## src/rtl/rv_ctrl_pkg.sv

```systemverilog
// Shared types and encodings for the multicycle RISC-V control unit.
// The ALU operation, immediate format and instruction class are decoded once per instruction and reused in every later state.
package rv_ctrl_pkg;

  typedef enum logic [2:0] {
    ALU_ADD = 3'b000,
    ALU_SUB = 3'b001,
    ALU_AND = 3'b010,
    ALU_OR  = 3'b011,
    ALU_XOR = 3'b100
  } alu_op_e;

  typedef enum logic [1:0] {
    IMM_I = 2'b00,
    IMM_S = 2'b01,
    IMM_B = 2'b10
  } imm_src_e;

  typedef enum logic [2:0] {
    CLS_ALU,
    CLS_LOAD,
    CLS_STORE,
    CLS_BEQ,
    CLS_BNE,
    CLS_NONE
  } instr_class_e;

  typedef enum logic [2:0] {
    FETCH,
    DECODE,
    EXEC,
    MEM,
    WB,
    TRAP
  } state_e;

  localparam logic [6:0] OPC_R      = 7'b0110011;
  localparam logic [6:0] OPC_I      = 7'b0010011;
  localparam logic [6:0] OPC_LOAD   = 7'b0000011;
  localparam logic [6:0] OPC_STORE  = 7'b0100011;
  localparam logic [6:0] OPC_BRANCH = 7'b1100011;

  typedef struct packed {
    instr_class_e cls;
    alu_op_e      alu_ctrl;
    imm_src_e     imm_src;
    logic         alu_src;
    logic         legal;
  } dec_t;

endpackage

```

## src/rtl/rv_main_decoder.sv

```systemverilog
// Combinational instruction decoder: maps the latched instruction word to its class and ALU/immediate controls.
// The control FSM decides when these controls are actually driven onto the datapath.
module rv_main_decoder
  import rv_ctrl_pkg::*;
(
  input  logic [31:0] ir,
  output dec_t        dec
);

  logic [6:0] opcode;
  logic [2:0] funct3;
  logic [6:0] funct7;
  logic       unused_ir_bits;

  assign opcode = ir[6:0];
  assign funct3 = ir[14:12];
  assign funct7 = ir[31:25];
  // Register numbers and immediates are consumed by the datapath, not the controller.
  assign unused_ir_bits = ^{ir[24:15], ir[11:7]};

  always_comb begin
    dec.cls      = CLS_NONE;
    dec.alu_ctrl = ALU_ADD;
    dec.imm_src  = IMM_I;
    dec.alu_src  = 1'b0;
    dec.legal    = 1'b0;
    unique case (opcode)
      OPC_R: begin
        dec.cls   = CLS_ALU;
        dec.legal = 1'b1;
        case ({funct7, funct3})
          {7'h00, 3'b000}: dec.alu_ctrl = ALU_ADD;
          {7'h20, 3'b000}: dec.alu_ctrl = ALU_SUB;
          {7'h00, 3'b100}: dec.alu_ctrl = ALU_XOR;
          {7'h00, 3'b110}: dec.alu_ctrl = ALU_OR;
          {7'h00, 3'b111}: dec.alu_ctrl = ALU_AND;
          default:         dec.legal    = 1'b0;
        endcase
      end
      OPC_I: begin
        dec.cls     = CLS_ALU;
        dec.alu_src = 1'b1;
        dec.legal   = 1'b1;
        case (funct3)
          3'b000:  dec.alu_ctrl = ALU_ADD;
          3'b100:  dec.alu_ctrl = ALU_XOR;
          3'b110:  dec.alu_ctrl = ALU_OR;
          3'b111:  dec.alu_ctrl = ALU_AND;
          default: dec.legal    = 1'b0;
        endcase
      end
      OPC_LOAD: begin
        dec.cls     = CLS_LOAD;
        dec.alu_src = 1'b1;
        dec.legal   = (funct3 == 3'b010);
      end
      OPC_STORE: begin
        dec.cls     = CLS_STORE;
        dec.alu_src = 1'b1;
        dec.imm_src = IMM_S;
        dec.legal   = (funct3 == 3'b010);
      end
      OPC_BRANCH: begin
        dec.alu_ctrl = ALU_SUB;
        dec.imm_src  = IMM_B;
        dec.cls      = (funct3 == 3'b001) ? CLS_BNE : CLS_BEQ;
        dec.legal    = (funct3 == 3'b000) || (funct3 == 3'b001);
      end
      default: ;
    endcase
    if (!dec.legal) dec.cls = CLS_NONE;
  end

endmodule

```

## src/rtl/mc_control_unit.sv

```systemverilog
// Multicycle control FSM: fetch handshake, decode, execute, memory and writeback sequencing.
// Outputs are decoded from the current state and latched instruction; branch and store-retire strobes also look at EQ / mem_ack.
module mc_control_unit
  import rv_ctrl_pkg::*;
#(
  parameter int DATA_WIDTH = 32
) (
  input  logic                  clk,
  input  logic                  rst_n,
  input  logic                  instr_valid,
  output logic                  instr_ready,
  input  logic [DATA_WIDTH-1:0] instr,
  input  logic                  EQ,
  input  logic                  mem_ack,
  output logic [2:0]            ALUctrl,
  output logic                  ALUsrc,
  output logic [1:0]            ImmSrc,
  output logic                  ResultSrc,
  output logic                  RegWrite,
  output logic                  mem_req,
  output logic                  MemWrite,
  output logic                  PCsrc,
  output logic                  pc_en,
  output logic                  illegal,
  output state_e                dbg_state
);

  state_e                state_q, state_d;
  logic [DATA_WIDTH-1:0] ir_q, ir_d;
  dec_t                  dec;

  rv_main_decoder u_dec (
    .ir  (ir_q[31:0]),
    .dec (dec)
  );

  always_comb begin
    state_d = state_q;
    ir_d    = ir_q;
    unique case (state_q)
      FETCH: begin
        if (instr_valid) begin
          ir_d    = instr;
          state_d = DECODE;
        end
      end
      DECODE: state_d = dec.legal ? EXEC : TRAP;
      EXEC: begin
        case (dec.cls)
          CLS_ALU:              state_d = WB;
          CLS_LOAD, CLS_STORE:  state_d = MEM;
          CLS_BEQ, CLS_BNE:     state_d = FETCH;
          default:              state_d = TRAP;
        endcase
      end
      MEM: begin
        if (mem_ack) state_d = (dec.cls == CLS_STORE) ? FETCH : WB;
      end
      WB:      state_d = FETCH;
      TRAP:    state_d = TRAP;
      default: state_d = FETCH;
    endcase
  end

  always_ff @(posedge clk) begin
    if (!rst_n) begin
      state_q <= FETCH;
      ir_q    <= '0;
    end else begin
      state_q <= state_d;
      ir_q    <= ir_d;
    end
  end

  always_comb begin
    instr_ready = (state_q == FETCH);
    illegal     = (state_q == TRAP);
    ALUctrl     = ALU_ADD;
    ALUsrc      = 1'b0;
    ImmSrc      = IMM_I;
    ResultSrc   = 1'b0;
    RegWrite    = 1'b0;
    mem_req     = 1'b0;
    MemWrite    = 1'b0;
    PCsrc       = 1'b0;
    pc_en       = 1'b0;
    // ALU/immediate controls stay stable for the whole EXEC..MEM/WB span of an instruction.
    if (state_q == EXEC || state_q == MEM || state_q == WB) begin
      ALUctrl = dec.alu_ctrl;
      ALUsrc  = dec.alu_src;
      ImmSrc  = dec.imm_src;
    end
    case (state_q)
      EXEC: begin
        if (dec.cls == CLS_BEQ || dec.cls == CLS_BNE) begin
          pc_en = 1'b1;
          PCsrc = (dec.cls == CLS_BEQ) ? EQ : !EQ;
        end
      end
      MEM: begin
        mem_req  = 1'b1;
        MemWrite = (dec.cls == CLS_STORE);
        pc_en    = (dec.cls == CLS_STORE) && mem_ack;
      end
      WB: begin
        RegWrite  = 1'b1;
        ResultSrc = (dec.cls == CLS_LOAD);
        pc_en     = 1'b1;
      end
      default: ;
    endcase
  end

  assign dbg_state = state_q;

endmodule

```

## config.mk

```make
export PLATFORM = sky130hd
export DESIGN_NAME = mc_control_unit
export DESIGN_NICKNAME = d
export VERILOG_FILES = /design/src/rtl/rv_ctrl_pkg.sv /design/src/rtl/rv_main_decoder.sv /design/src/rtl/mc_control_unit.sv
export SDC_FILE = /design/constraint.sdc
export NUM_CORES = 1
export LEC_CHECK = 0
export CAP_MARGIN = 10
export CORE_MARGIN = 1.5
export CORE_UTILIZATION = 38
export CTS_BUF_LIST = sky130_fd_sc_hd__clkbuf_16
export CTS_CLUSTER_SIZE = 25
export DETAILED_ROUTE_END_ITERATION = 10
export GPL_ROUTABILITY_DRIVEN = 0
export PLACE_DENSITY_LB_ADDON = 0.05
export SYNTH_ARGS = -nofsm -noshare
export SYNTH_HDL_FRONTEND = slang
export SYNTH_SLANG_ARGS = --single-unit
export TNS_END_PERCENT = 1
```

## constraint.sdc

```tcl
create_clock -name clk -period 1.7 [get_ports clk]
set_input_delay 0.34 -clock clk [delete_from_list [all_inputs] [get_ports clk]]
set_output_delay 0.34 -clock clk [all_outputs]
set_load 0.01 [all_outputs]
```

==> metrics.md, run 1 <==
| Metric | Value |
|---|---|
| Row count | `20` |
| Slew Limit Fails | `0` |
| Antenna violations before repair | `0` |
| Worst Setup End Kind | `output port` |
| Gr usage total | `22.07%` |
| Async S/R FF share, synth | `0%` |
| Setup slack after layout | `-429.8 ps` |
| Synth Instances | `168` |
| Synth Register Bits | `20` |
| Largest net degree at the start of global routing | `21` |
| H-tree Lvls | `1` |
| Critical-path cell list | `and4bb_4 > and2_4 > a32o_2 > nor2_1 > o41ai_2 > buf_2` |
| # setup viols final | `12` |
| Pre-CTS setup slack | `-607.8 ps` |
| Status | `complete, but fails checks` |
| Vias per cell | `5.052` |
| Clock Sinks | `20` |
| Final nets | `282` |
| Net Count, Synth | `205` |
| DRC | `0` |
| Setup repair after global routing missed its margin | `yes` |
| Worst VDD drop | `0.0005402 V` |
| Mapped Avg Cell Area | `7.328 sq um` |
| CP arrival | `1790 ps` |
| Inserted Clock Buffers | `3` |
| Sequential fraction of the synthesis area | `32.52%` |
| Pwr Total | `1.505 mW` |
| DPL Wire Length | `2795 um` |
| Primary FF master, synth | `dfxtp_1` |
| Final ANT Viol Nets | `0` |
| Deepest clock path buffer count | `2` |
| Max-Slew Margin vs Limit | `81.53%` |
| Min cycle time layout | `2130 ps` |
| P_leak | `0.8800 nW` |
| EDFF count, synth | `0` |
| Most common cell after layout, fill and taps aside | `buf_4` |
| Yosys top cell area share | `32.52%` |
| Critical Path Slowest Stage Cell | `and4bb_4` |
| Final core utilization | `69.27%` |
| Detailed Route Iter0 Violations | `74` |
| Core area | `0.003078 sq mm` |
| Post-synthesis cell area | `0.001231 sq mm` |
| Die height | `59.92 um` |
| DRT Wirelength | `3637 um` |
| Cell area power density | `706.0 mW/mm^2` |
| Routed vias | `1455` |
| Synth area leaders | `dfxtp_1 33%, nand2_1 13%, a21boi_0 9.8%, nor2_1 4.3%, a32o_1 2.4%` |
| Clk pin slew, worst setup/hold paths | `60 ps` |
| Clk_skew | `1.605 ps` |
| CTS tree | `done` |
| CP Class | `reg2out` |
| Failing checks | `setup timing` |
| Fin. Hold Viols | `0` |
| Tightest Hold Check Type | `reg2reg` |
| Cell taking the most area after synthesis | `dfxtp_1` |
| WL/cell | `12.63 um` |
| CP startpoint kind | `flop` |
| Fillers | `260` |
| Pre-antenna DRT Iters | `4` |
| Number of distinct library cells after synthesis | `40` |
| Share of cells above drive strength 1 | `37.70%` |
| Die area | `0.003590 sq mm` |
| MaxCap Viol Count | `0` |
| Starting Density | `40.00%` |
| First-pass GRT wire length | `6037 um` |
| Commonest non-fill, non-tap cells in the layout | `41 x buf_4, 40 x nand2_1, 24 x clkdlybuf4s50_1` |
| Number of diodes | `0` |
| Buffers on Ports | `38` |
| Vias in the first global route | `1394` |
| Clock insertion delay at the later pin of the skew report | `250 ps` |
| # IOs | `54` |
| Die width | `59.92 um` |
| Worst slew pin tran | `273.2 ps` |
| Delay of the slowest critical-path stage | `380 ps` |
| Root Buffer | `clkbuf_16` |
| Final period util | `125.3%` |
| Crit-path max FO | `5` |
| YS warnings | `0` |
| Required @ worst endpoint | `1360 ps` |
| Layout area overhead | `73.17%` |
| Total grt overflow | `0` |
| Max Fclk | `469.5 MHz` |
==> worst max-delay path, delay by kind of cell, from the launching register on <==
kind / cells / cell delay (ps)
AO/OA/AOI/OAI: 2 / 410
buffers and inverters: 1 / 180
AND/OR/NAND/NOR: 3 / 640
flip-flops: 1 / 300
==> what timing repair did <==
action	4_1_cts	5_1_grt
endpoints found under the hold margin	0	0
buffers inserted	2	0
pin swaps	9	1
setup endpoints to repair	16	15
gates resized for setup	61	19
hold buffers	0	0
==> worst paths after layout <==
kind / start / endpoint / slack (ps) / cells after the start
setup / recovery: ir_q[2] / pc_en / -430 / 6
hold / removal: ir_q[2] / ir_q[2] / 470 / 2
setup reg to reg: ir_q[6] / dbg_state[2] / -80 / 6
hold reg to reg: ir_q[2] / ir_q[2] / 470 / 2
==> cell usage after synthesis, types with 2 or more instances <==
master / count
clkbuf_1: 5
and4bb_1: 2
nand3_1: 4
dfxtp_1: 20
inv_1: 4
nand3b_1: 2
nor2_1: 14
and2_1: 3
nand2b_1: 4
o21ai_0: 5
buf_2: 5
nand4_1: 4
and3_1: 2
a21boi_1: 2
a32o_1: 3
nor2b_1: 3
nor3_1: 3
a21oi_1: 4
a22oi_1: 2
a21o_1: 2
nand2_1: 41
a21boi_0: 16
==> routing by layer <==
metal	GRT usage [%]	part of all wire [%]
met5	0	0
met2	39.13	49
met3	3.247	3.7
met4	8.889	2.0
met1	26.35	45
==> metrics by stage <==
step	instances	TNS, ps	area (sq um)	hold WS, ps
detailed placement	282	-4619	1992	462.0
finish	288	-2586	2132	469.7
global route	288	-3391	2132	507.2
floorplan	168	-57.78	1277	439.0
CTS	288	-3175	2101	470.4
global placement	282	-4111	1992	447.8
==> cell families after synthesis <==
family,Yosys count,synth area share [%]
buf+inv,15,5.690
simple gates,93,38.62
flops,20,32.52
compound gates,40,23.17
==> area by class of cell <==
cell class,instances,area (sq um),area share (%)
Sequential cell,20,417.9,19.60
Timing Repair Buffer,83,699.4,32.81
Clock buffer,3,75.07,3.521
Tap cell,44,55.05,2.582
Clock inverter,1,3.754,0.1761
Multi-Input combinational cell,133,865.8,40.61
Inverter,4,15.01,0.7042
==> report_power, final <==
group,leakage (nW),internal [mW],switching (mW)
registers,0.168,0.512,0.0390
logic,0.673,0.256,0.205
clock network,0.0385,0.314,0.180
==> sequential cells by signal, indices dropped and copies added (netlist names) <==
name       flops
ir_q          17
dbg_state      3
No activity file was read; power rests on OpenSTA's default activity.
==> inputs of run 2 (changes only) <==
--- a/config.mk
+++ b/config.mk
@@ -12,7 +12,7 @@
 export CTS_CLUSTER_SIZE = 25
 export DETAILED_ROUTE_END_ITERATION = 10
 export GPL_ROUTABILITY_DRIVEN = 0
-export PLACE_DENSITY_LB_ADDON = 0.05
+export PLACE_DENSITY = 0.86
 export SYNTH_ARGS = -nofsm -noshare
 export SYNTH_HDL_FRONTEND = slang
 export SYNTH_SLANG_ARGS = --single-unit
==> run 2 against run 1 <==
  * The flow still finishes with violations (setup timing)
  * First-iteration DRC count decreased by 43%
  * Power is 0.16% higher
  * Global-route usage shrank 0.28 points
  * Clock power decreased by 3%
  * Sequential power barely moved
  * Die area unchanged
  * Final area down 2.7%
  * Setup slack got worse by 190 ps
  * Via count is 2.1% higher
  * Register-to-register slack worse by 80 ps
  * Critical path type unchanged
  * Critical endpoint is now ResultSrc
  * Largest power group unchanged
  * Highest routed layer unchanged
==> metrics.md, run 2 (synthesized netlist as in run 1, its figures left out) <==
| Metric | Value |
|---|---|
| Vias in the first global route | `1400` |
| Setup repair after global routing missed its margin | `yes` |
| # setup viols final | `12` |
| Delay of the slowest critical-path stage | `390 ps` |
| Failing checks | `setup timing` |
| CP Class | `reg2out` |
| Largest register FFs | `17` |
| Final ANT Viol Nets | `0` |
| CTS Hold Bufs | `0` |
| Routed vias | `1485` |
| Pwr Total | `1.508 mW` |
| H-tree Lvls | `1` |
| DPL Wire Length | `2750 um` |
| First-pass GRT wire length | `5982 um` |
| Clock Sinks | `20` |
| Buffers on Ports | `38` |
| Clock insertion delay at the later pin of the skew report | `250 ps` |
| Layout area overhead | `68.50%` |
| Final period util | `136.8%` |
| Fillers | `245` |
| Row count | `20` |
| Pre-antenna DRT Iters | `4` |
| Die height | `59.92 um` |
| # IOs | `54` |
| CP arrival | `1980 ps` |
| Status | `complete, but fails checks` |
| Max-Slew Margin vs Limit | `73.85%` |
| Final Instance Count excl. Fillers | `287` |
| Crit-path max FO | `5` |
| Setup slack after layout | `-624.8 ps` |
| Max Fclk | `430.2 MHz` |
| Final nets | `281` |
| Detailed Route Iter0 Violations | `42` |
| Root Buffer | `clkbuf_16` |
| Share of cells above drive strength 1 | `34.16%` |
| Required @ worst endpoint | `1360 ps` |
| Die width | `59.92 um` |
| Commonest non-fill, non-tap cells in the layout | `43 x buf_4, 40 x nand2_1, 23 x clkdlybuf4s50_1` |
| Inserted Clock Buffers | `3` |
| Min cycle time layout | `2325 ps` |
| Core area | `0.003078 sq mm` |
| Vias per cell | `5.174` |
| Antenna violations before repair | `0` |
| P_leak | `0.8793 nW` |
| Biggest register | `ir_q` |
| Deepest clock path buffer count | `2` |
| Post-Place Cells | `281` |
| MaxCap Viol Count | `0` |
| Total grt overflow | `0` |
| Final core utilization | `67.40%` |
| Number of diodes | `0` |
| Slew Limit Fails | `0` |
| Pre-CTS setup slack | `-653.2 ps` |
| Largest net degree at the start of global routing | `21` |
| WL/cell | `12.99 um` |
| Critical Path Slowest Stage Cell | `dfxtp_1` |
| Clk pin slew, worst setup/hold paths | `60 ps` |
| Cell area power density | `726.8 mW/mm^2` |
| Register Area | `405.4 sq um` |
| Most common cell after layout, fill and taps aside | `buf_4` |
| Starting Density | `40.00%` |
| Fin. Hold Viols | `0` |
| Tightest Hold Check Type | `reg2reg` |
| Gr usage total | `21.79%` |
| CTS tree | `done` |
| Multi-input logic area | `854.6 sq um` |
| Worst VDD drop | `0.0004217 V` |
| DRT Wirelength | `3729 um` |
| Worst slew pin tran | `386.8 ps` |
| Clk_skew | `4.607 ps` |
| DRC | `0` |
| Die area | `0.003590 sq mm` |
| Fin Hold WS | `472.0 ps` |
| Critical-path cell list | `nor4b_1 > a22oi_1 > o22ai_4 > o21ai_2 > buf_4 > nor4_2 > buf_2` |
| Worst Setup End Kind | `output port` |
| CP startpoint kind | `flop` |
[run 2: repair_timing]
| action | 4_1_cts | 5_1_grt |
|---|---|---|
| pin swaps | 9 | 0 |
| endpoints found under the setup margin | 17 | 14 |
| setup buffers | 2 | 0 |
| gates cloned | 0 | 0 |
| gates resized for setup | 55 | 9 |
| endpoints found under the hold margin | 0 | 0 |
[run 2: stage by stage]
step	setup TNS [ps]	cell area, sq um
after floorplan	-57.78	1277
after global placement	-4055	1984
after detailed placement	-4654	1984
after CTS	-3154	2066
after global routing	-4371	2074
final	-3316	2074
[run 2: critical path: cells and delay by family (launching register included)]
family | cells | cell delay (ps)
compound gates | 3 | 490
buf+inv | 2 | 300
flops | 1 | 390
simple gates | 2 | 550
[run 2: path summary, 6_finish.rpt]
kind,startpoint,end,slack (ps),cells after the start
setup / recovery,ir_q[14],ResultSrc,-620,7
hold / removal,ir_q[2],ir_q[2],470,2
setup reg to reg,ir_q[6],dbg_state[2],-160,7
hold reg to reg,ir_q[2],ir_q[2],470,2
[run 2: layer usage]
metal	track usage, %	share of wire (%)
met5	0	0
met4	8.254	1.9
met1	25.26	41
met3	3.896	5.3
met2	39.29	52
[run 2: area by class of cell]
cell class                 count  area share [%]
timing repair buffer          82           32.09
clock inverter                 1          0.1809
sequential                    20           19.54
tap                           44           2.654
clock buffer                   3           3.619
inverter                       4          0.7238
multi-input combinational    133           41.19
[run 2: power by group]
part	switching, mW	internal (mW)
Combinational	0.213	0.264
Sequential	0.0373	0.513
Clock	0.167	0.313
==> inputs of run 3 (changes only) <==
--- a/config.mk
+++ b/config.mk
@@ -13,6 +13,7 @@
 export DETAILED_ROUTE_END_ITERATION = 10
 export GPL_ROUTABILITY_DRIVEN = 0
 export PLACE_DENSITY = 0.86
+export REMOVE_ABC_BUFFERS = 1
 export SYNTH_ARGS = -nofsm -noshare
 export SYNTH_HDL_FRONTEND = slang
 export SYNTH_SLANG_ARGS = --single-unit
==> run 3 against run 2 <==
  * The flow still finishes with violations (setup timing)
  * Final area up 1.3%
  * Via count increased by 0.94%
  * Sequential share of layout area is 0.066 points lower
  * Clock-buffer cell count is the same
  * Die area unchanged
  * Cell count up 0.35%
  * Flip-flop and latch count unchanged
  * Critical path type unchanged
  * Critical endpoint is now pc_en
==> metrics.md, run 3 (synthesized netlist as in run 1, its figures left out) <==
| Metric | Value |
|---|---|
| Status | `complete, but fails checks` |
| Failing checks | `setup timing` |
| Tightest Hold Check Type | `reg2reg` |
| Total grt overflow | `0` |
| Slew Limit Fails | `0` |
| Vias in the first global route | `1343` |
| Crit-path max FO | `3` |
| Combinational power share | `31.8%` |
| P_sw | `0.4128 mW` |
| Max Fclk | `441.3 MHz` |
| Clk_skew | `2.894 ps` |
| Buffers on Ports | `38` |
| Final nets | `283` |
| Biggest register | `ir_q` |
| DPL Wire Length | `2749 um` |
| # setup viols final | `12` |
| WL/cell | `14.28 um` |
| Commonest non-fill, non-tap cells in the layout | `44 x buf_4, 40 x nand2_1, 24 x clkdlybuf4s50_1` |
| CP Class | `reg2out` |
| Die height | `59.92 um` |
| Routed vias | `1499` |
| Die width | `59.92 um` |
| Root Buffer | `clkbuf_16` |
| Multi-input logic area | `850.8 sq um` |
| Core area | `0.003078 sq mm` |
| Max-Slew Margin vs Limit | `73.00%` |
| Number of diodes | `0` |
| Worst VDD drop | `0.0003350 V` |
| Largest register FFs | `17` |
| Vias per cell | `5.205` |
| Gr usage total | `22.49%` |
| CP startpoint kind | `flop` |
| Largest net degree at the start of global routing | `18` |
| Setup slack after layout | `-566.0 ps` |
| CTS tree | `done` |
| Min cycle time layout | `2266 ps` |
| Deepest clock path buffer count | `2` |
| First-pass GRT wire length | `6037 um` |
| Worst slew pin tran | `405.0 ps` |
| Clock group share of total power | `31.2%` |
| Pwr Total | `1.497 mW` |
| Fin. Hold Viols | `0` |
| # IOs | `54` |
| P_leak | `0.8946 nW` |
| Detailed Route Iter0 Violations | `101` |
| Seq pwr share | `37.0%` |
| Clk pin slew, worst setup/hold paths | `50 ps` |
| DRT Wirelength | `4113 um` |
| Power Internal | `1.084 mW` |
| Post-route cell area | `0.002101 sq mm` |
| Row count | `20` |
| Setup repair after global routing missed its margin | `yes` |
| Most common cell after layout, fill and taps aside | `buf_4` |
| Cell area power density | `712.7 mW/mm^2` |
| Final ANT Viol Nets | `0` |
| H-tree Lvls | `1` |
| Dpl cell area | `0.001947 sq mm` |
| Required @ worst endpoint | `1360 ps` |
| Antenna violations before repair | `0` |
| Final core utilization | `68.25%` |
| Clock insertion delay at the later pin of the skew report | `250 ps` |
| Inserted Clock Buffers | `3` |
| Layout area overhead | `70.63%` |
| R2r setup slk | `-170 ps` |
| Clock Sinks | `20` |
| Setup_tns | `-3023 ps` |
| Worst Setup End Kind | `output port` |
| Final period util | `133.3%` |
| Fillers | `234` |
| Die area | `0.003590 sq mm` |
| Switching share of total power | `27.57%` |
| MaxCap Viol Count | `0` |
| Starting Density | `40.00%` |
| DRC | `0` |
| Pre-antenna DRT Iters | `4` |
| Share of cells above drive strength 1 | `36.89%` |
| Register Area | `409.1 sq um` |
| CP arrival | `1930 ps` |
| CTS Hold Bufs | `0` |
-- run 3: cell types whose count changed in the layout (fill, tap and decap cells not counted), sizes merged --
cell and change:
buf +3, dlygate4sd2 -2, clkbuf -1, clkdlybuf4s50 +1, clkinv -1, dlymetal6s2s +1
-- run 3: final cells by class --
cell class                 instances  share of cell area (%)
sequential                        20                   19.48
timing repair buffer              84                   33.12
tap                               44                   2.621
clock buffer                       3                   3.574
multi-input combinational        133                   40.50
inverter                           4                  0.7147
-- run 3: stage by stage --
stage                     worst slack (ps)  instances  hold slack, ps
after floorplan                     -196.1        157           438.9
after global placement              -722.9        282           452.3
after detailed placement            -797.1        282           456.8
after CTS                           -478.5        287           462.9
after global routing                -671.5        288           499.5
final                               -566.0        288           467.5
-- run 3: power groups by stage --
stage	sequential [mW]	combinational [mW]	clock (mW)
2_1_floorplan	0.568	0.168	0
5_1_grt	0.557	0.515	0.495
4_1_cts	0.548	0.458	0.468
3_3_place_gp	0.548	0.434	0
6_report	0.554	0.477	0.466
3_5_place_dp	0.552	0.446	0
-- run 3: layer usage --
| layer | GRT usage (%) | wire, um | up-vias |
|---|---|---|---|
| met5 | 0 | 0 | - |
| met4 | 12.06 | 72 | 0 |
| li1 | - | - | 737 |
| met2 | 38.82 | 2079 | 66 |
| met1 | 26.94 | 1759 | 688 |
| met3 | 2.597 | 201 | 8 |
-- run 3: worst max-delay path: stages, from the launching register on --
cell and delay (ps):
dfxtp_2 340, nor4_4 370, nand4_1 180, o22ai_2 270, nor2_1 90, o41ai_1 240, buf_2 190
-- run 3: path summary, 6_finish.rpt --
| kind | startpoint | endpoint | cells past startpoint |
|---|---|---|---|
| worst min-delay path | ir_q[2] | ir_q[2] | 2 |
| worst max-delay path | ir_q[25] | pc_en | 6 |
| worst max register to register | ir_q[5] | dbg_state[2] | 7 |
| worst min register to register | ir_q[2] | ir_q[2] | 2 |
-- run 3: what timing repair did --
action / CTS / global route
gates resized for setup: 50 / 33
setup endpoints to repair: 17 / 16
setup buffers: 2 / 1
pin swaps: 8 / 6
